===== src/rtl/signature_dumper.sv =====
// signature_dumper: snoops signature control stores and streams DCatch words [begin,end) out.
// Optional watchdog-started dump with `define SIG_TIMEOUT_EN. Rev 1.0
`default_nettype none

module signature_dumper #(
  parameter logic [31:0] SIG_BASE    = 32'h1000_0000,
  parameter logic [31:0] DC_BASE     = 32'h0000_1000,
  parameter int          DC_AW       = 11,
  parameter int          TIMEOUT_CYC = 10240
) (
  input  logic             clk,
  input  logic             rst,
  input  logic             snp_we,
  input  logic [31:0]      snp_addr,
  input  logic [31:0]      snp_wdata,
  output logic             rd_en,
  output logic [DC_AW-1:0] rd_addr,
  input  logic [31:0]      rd_data,
  output logic             out_valid,
  input  logic             out_ready,
  output logic [31:0]      out_data,
  output logic             out_last,
  output logic             busy,
  output logic             done,
  output logic             err,
  output logic             timed_out
);

  localparam logic [2:0] c_S_IDLE  = 3'd0;
  localparam logic [2:0] c_S_CHECK = 3'd1;
  localparam logic [2:0] c_S_READ  = 3'd2;
  localparam logic [2:0] c_S_WAIT  = 3'd3;
  localparam logic [2:0] c_S_SEND  = 3'd4;
  localparam logic [2:0] c_S_DONE  = 3'd5;
  localparam logic [2:0] c_S_ERR   = 3'd6;

  localparam logic [31:0] c_DC_END    = DC_BASE + (32'd4 << DC_AW);
  localparam logic [31:0] c_ADDR_BEG  = SIG_BASE + 32'h8;
  localparam logic [31:0] c_ADDR_END  = SIG_BASE + 32'hC;
  localparam logic [31:0] c_ADDR_FLAG = SIG_BASE + 32'h10;

  logic [2:0]  r_state;
  logic [31:0] r_beg;
  logic [31:0] r_end;
  logic [31:0] r_ptr;
  logic        r_out_valid;
  logic [31:0] r_out_data;
  logic        r_out_last;
  logic        r_done;
  logic        r_err;
  logic        r_timed_out;

  logic        w_idle;
  logic        w_flag;
  logic        w_start;
  logic        w_range_bad;
  logic [31:0] w_ptr_off;
  logic [31:0] w_ptr_next;
  logic [DC_AW+1:0] w_unused_bits;

  assign w_idle     = (r_state == c_S_IDLE);
  assign w_flag     = snp_we && (snp_addr == c_ADDR_FLAG) && (snp_wdata == 32'd1);
  assign w_ptr_off  = r_ptr - DC_BASE;
  assign w_ptr_next = r_ptr + 32'd4;

  assign w_range_bad = (r_beg[1:0] != 2'b00) || (r_end[1:0] != 2'b00) ||
                       (r_beg < DC_BASE) || (r_end > c_DC_END);

`ifdef SIG_TIMEOUT_EN
  localparam int c_WDOG_W = $clog2(TIMEOUT_CYC + 1);
  localparam logic [c_WDOG_W-1:0] c_WDOG_LAST = c_WDOG_W'(TIMEOUT_CYC - 1);

  logic [c_WDOG_W-1:0] r_wdog;
  logic                w_wdog_fire;

  // A genuine flag in the same cycle wins; the watchdog only fires when nothing started the dump.
  assign w_wdog_fire = w_idle && !w_flag && (r_wdog == c_WDOG_LAST);
  assign w_start     = w_flag || w_wdog_fire;

  always_ff @(posedge clk) begin
    if (!rst) begin
      r_wdog      <= '0;
      r_timed_out <= 1'b0;
    end else if (w_idle) begin
      if (w_wdog_fire) begin
        r_timed_out <= 1'b1;
      end else begin
        r_wdog <= r_wdog + 1'b1;
      end
    end
  end
`else
  logic [31:0] w_unused_cfg;

  assign w_unused_cfg = TIMEOUT_CYC;
  assign w_start      = w_flag;

  always_ff @(posedge clk) begin
    r_timed_out <= 1'b0;
  end
`endif

  always_ff @(posedge clk) begin
    if (!rst) begin
      r_state     <= c_S_IDLE;
      r_beg       <= '0;
      r_end       <= '0;
      r_ptr       <= '0;
      r_out_valid <= 1'b0;
      r_out_data  <= '0;
      r_out_last  <= 1'b0;
      r_done      <= 1'b0;
      r_err       <= 1'b0;
    end else begin
      case (r_state)
        c_S_IDLE: begin
          if (snp_we && (snp_addr == c_ADDR_BEG)) r_beg <= snp_wdata;
          if (snp_we && (snp_addr == c_ADDR_END)) r_end <= snp_wdata;
          if (w_start) r_state <= c_S_CHECK;
        end
        c_S_CHECK: begin
          if (w_range_bad) begin
            r_err   <= 1'b1;
            r_state <= c_S_ERR;
          end else if (r_end <= r_beg) begin
            r_done  <= 1'b1;
            r_state <= c_S_DONE;
          end else begin
            r_ptr   <= r_beg;
            r_state <= c_S_READ;
          end
        end
        c_S_READ: begin
          r_state <= c_S_WAIT;
        end
        c_S_WAIT: begin
          r_out_data  <= rd_data;
          r_out_valid <= 1'b1;
          r_out_last  <= (w_ptr_next == r_end);
          r_state     <= c_S_SEND;
        end
        c_S_SEND: begin
          if (out_ready) begin
            r_out_valid <= 1'b0;
            if (r_out_last) begin
              r_done  <= 1'b1;
              r_state <= c_S_DONE;
            end else begin
              r_ptr   <= w_ptr_next;
              r_state <= c_S_READ;
            end
          end
        end
        c_S_DONE: r_state <= c_S_DONE;
        c_S_ERR:  r_state <= c_S_ERR;
        default:  r_state <= c_S_IDLE;
      endcase
    end
  end

  // Word index is only driven while reading so the address bus stays 0 otherwise.
  assign rd_en         = (r_state == c_S_READ);
  assign rd_addr       = rd_en ? w_ptr_off[DC_AW+1:2] : '0;
  assign w_unused_bits = {w_ptr_off[31:DC_AW+2], w_ptr_off[1:0]};

  assign busy      = (r_state == c_S_READ) || (r_state == c_S_WAIT) || (r_state == c_S_SEND);
  assign out_valid = r_out_valid;
  assign out_data  = r_out_data;
  assign out_last  = r_out_last;
  assign done      = r_done;
  assign err       = r_err;
  assign timed_out = r_timed_out;

endmodule

`default_nettype wire


===== config.mk =====
export PLATFORM = sky130hd
export DESIGN_NAME = signature_dumper
export DESIGN_NICKNAME = d
export VERILOG_FILES = /design/src/rtl/signature_dumper.sv
export SDC_FILE = /design/constraint.sdc
export NUM_CORES = 1
export LEC_CHECK = 0
export ABC_AREA = 1
export CELL_PAD_IN_SITES_DETAIL_PLACEMENT = 0
export CELL_PAD_IN_SITES_GLOBAL_PLACEMENT = 1
export CORE_ASPECT_RATIO = 0.75
export CORE_MARGIN = 5
export CORE_UTILIZATION = 40
export CTS_CLUSTER_DIAMETER = 50
export DETAILED_ROUTE_END_ITERATION = 8
export PLACE_DENSITY_LB_ADDON = 0.12
export SLEW_MARGIN = 40
export SYNTH_ARGS = -nofsm -noshare
export SYNTH_HDL_FRONTEND = slang
export SYNTH_SLANG_ARGS = --single-unit

===== constraint.sdc =====
create_clock -name clk -period 3.4 [get_ports clk]
set_clock_uncertainty 0.15 [all_clocks]
set_input_delay 1.02 -clock clk [delete_from_list [all_inputs] [get_ports clk]]
set_output_delay 1.02 -clock clk [all_outputs]
set_load 0.005 [all_outputs]

==> out/results.ini, run 1 <==
[timing]
finalWorstSetupSlack_ps=160
drv_slew=0
max_slew_margin_pct=49.3
rsz0062_at_grt=no
period_minus_slack_ps=3240
period_share_pct=95.3
hold_ws_ps=305
fmaxAchievable_mhz=309
tns_ps=0
hold_viol=0
setup_viol=0
worst_slew_pin_slew_ps=753

[grt]
gr-total-overflow=0
antenna_found_initial=0
grt_max_degree=72
grt_pass1_vias=7780
grt_pass1_wl_um=41600
grt.total_usage_pct=22.2

[die]
die_x_um=173
start_util_pct=41.0
die-area_um2=23000
core_um2=19500
io-pin-count=150
die_h_um=132
rows=44

[synth]
ys.flop_type=dfxtp_1
syn-num-nets=1396
ys.warnings.count=0
synthTopCellsByCount=nand2_1, nor2_1, inv_1
synth.top_cell.area_share_pct=33.8
synthTopCellsByArea=dfxtp_1, nand2_1, nor2_1
seq_area_frac_synth_pct=33.8
syn_inst=1263
synthesis.area_um2=8000
avgSynthCellArea_um2=6.33
yosysMostFrequentCell=nand2_1
synth_seq_cells=135
synth-edff-count=0
yosysUniqueCellTypes=39
synth_area_leader_cell=dfxtp_1
async_flop_share_pct=0

[setup_path]
critPathLaunchType=register
cp-end-kind=output pin
worstPathRequired_ps=2230
critical_path_arrival_ps=2070
worst-path-max-fanout=12
path_class=register to output pin

[drt]
vias_per_cell=5.06
first_iter_violations=650
post-route-drc-count=0
drtAntennaViolNets=0
num_vias=8409
wirelength_um=25900
post_drt_wl_per_cell_um=15.6
dr.pass1.iters=5

[final_layout]
post-route-cell-area_um2=10400
final_net_count=1529
synthToLayoutAreaGrowth_pct=29.6
fillers=2010
antenna-diode-count=0
drive_above_1_share_pct=6.25

[flow_run]
cap_violations=0

[clock_network]
cts_inserted_buffers=17
cts-root-buf=clkbuf_16
htree_levels=4
cts.path.max_buffers=2
clk_pin_slew_ps=70
cts_tree=done
clkLatencyLatePin_ps=430
numClockSinks=135
ctsHoldBuffers=0

[placement]
dp_hpwl_um=19600
pre_cts_slack_ps=227
dpl_cell_area_um2=9720
io_buffers=148
gp_congestion=0.846

[power_and_ir_drop]
p_int_uw=2810
sw_frac_of_total_pct=24.0
combPwrFrac_pct=4.9
p_per_area_nw_per_um2=356
peakVddDrop_uv=348
power.switching_uw=886
pwr-share-seq_pct=42.8
leakage_uw=0.00454
p_clk_share_pct=52.3

[run_status]
status=finished clean

[hold_path]
hold_path_class=register to register

[registers in the layout, summed over array words and instances, names as in the netlist]
signal,cells
done,1
err,1
out_data,32
out_last,1
out_valid,1
r_beg,32
r_end,32
r_ptr,32
r_state,3
[critical path, stage by stage (launching register included)]
cell and delay [ps]:
dfxtp_1 390, nand2_1 130, nor2_2 200, clkinvlp_4 140, buf_12 160, nor2_1 100
clkdlybuf4s50_1 520
[stage by stage]
step | utilization (%) | std cells | power, uW
finish | 53.2 | 1662 | 3690
global route | 53.2 | 1662 | 3800
global placement | 49.9 | 1629 | 1800
floorplan | - | 1263 | 1660
detailed placement | 49.9 | 1629 | 1800
CTS | 53.0 | 1661 | 3730
[area by class of cell]
cell class | instances | area [um^2] | area share, %
Clock inverter | 15 | 185 | 1.79
Clock buffer | 17 | 425 | 4.11
Multi-Input combinational cell | 939 | 4550 | 43.9
Inverter | 141 | 533 | 5.14
Tap cell | 253 | 317 | 3.06
Timing Repair Buffer | 162 | 1650 | 15.9
Sequential cell | 135 | 2700 | 26.1
[path summary, 6_finish.rpt]
path | start | endpoint | slack (ps) | cells after the start
setup reg to reg | r_beg[31] | r_ptr[21] | 560 | 14
setup / recovery | r_state[1] | rd_addr[1] | 160 | 6
hold / removal | err | err | 300 | 2
hold reg to reg | err | err | 300 | 2
[metal layers]
layer  vias to the layer above  global-route usage, %  routed length [um]
met1                      3824                   32.7               12600
met2                       224                   34.7               11400
met3                        12                   4.22                1720
met4                         0                   3.32                 129
met5                         -                      0                   0
li1                       4349                      -                   -
[power by group through the flow]
stage	Combinational, uW	Clock, uW	Sequential (uW)
after floorplan	42.5	0	1620
after global placement	178	0	1620
after detailed placement	179	0	1620
after CTS	180	1970	1580
after global routing	191	2020	1580
final	179	1930	1580
[cell usage in the layout, fill, tap and decap left out, types with 2 or more instances in the layout]
master / n
a21oi_1: 88
nand4_1: 18
xnor2_1: 3
buf_4: 10
nor2_1: 207
o21ai_0: 137
nor4_1: 11
clkinv_4: 3
bufinv_16: 2
clkinv_1: 2
nand3_1: 80
ha_1: 33
nor2_2: 23
dfxtp_1: 135
inv_8: 2
nand3b_1: 12
nand2_1: 291
inv_6: 6
xor2_1: 3
nor3_1: 10
inv_1: 137
buf_12: 5
clkbuf_16: 17
clkinvlp_4: 2
nor2_4: 5
clkdlybuf4s50_1: 147
nand2_2: 4
[logic make-up (layout without fill, tap and decap cells)]
group           count (synthesis)  count (layout)  share of synthesized area (%)
fa+ha+maj                      33              33                           5.16
xor+xnor                        6               6                          0.657
compound gates                229             229                           14.4
other cells                     1               1                         0.0469
buf+inv                       189             335                           9.36
flops                         135             135                           33.8
simple gates                  670             670                           36.6
[repair_timing]
action	in CTS	in global routing
setup buffers	0	1
endpoints found under the setup margin	0	12
gates resized for setup	0	2
(Power assumes the default switching activity.)
==> run 2: changes to the inputs <==
Settings changed: GPL_ROUTABILITY_DRIVEN from default to 0.
==> results of run 2 <==
No change in the layout: final DEF, timing and power equal those of run 1.
==> run 3: changes to the inputs <==
Settings changed: GPL_ROUTABILITY_DRIVEN 0 to default.
==> results of run 3 <==
No change in the layout: final DEF, timing and power equal those of run 1.
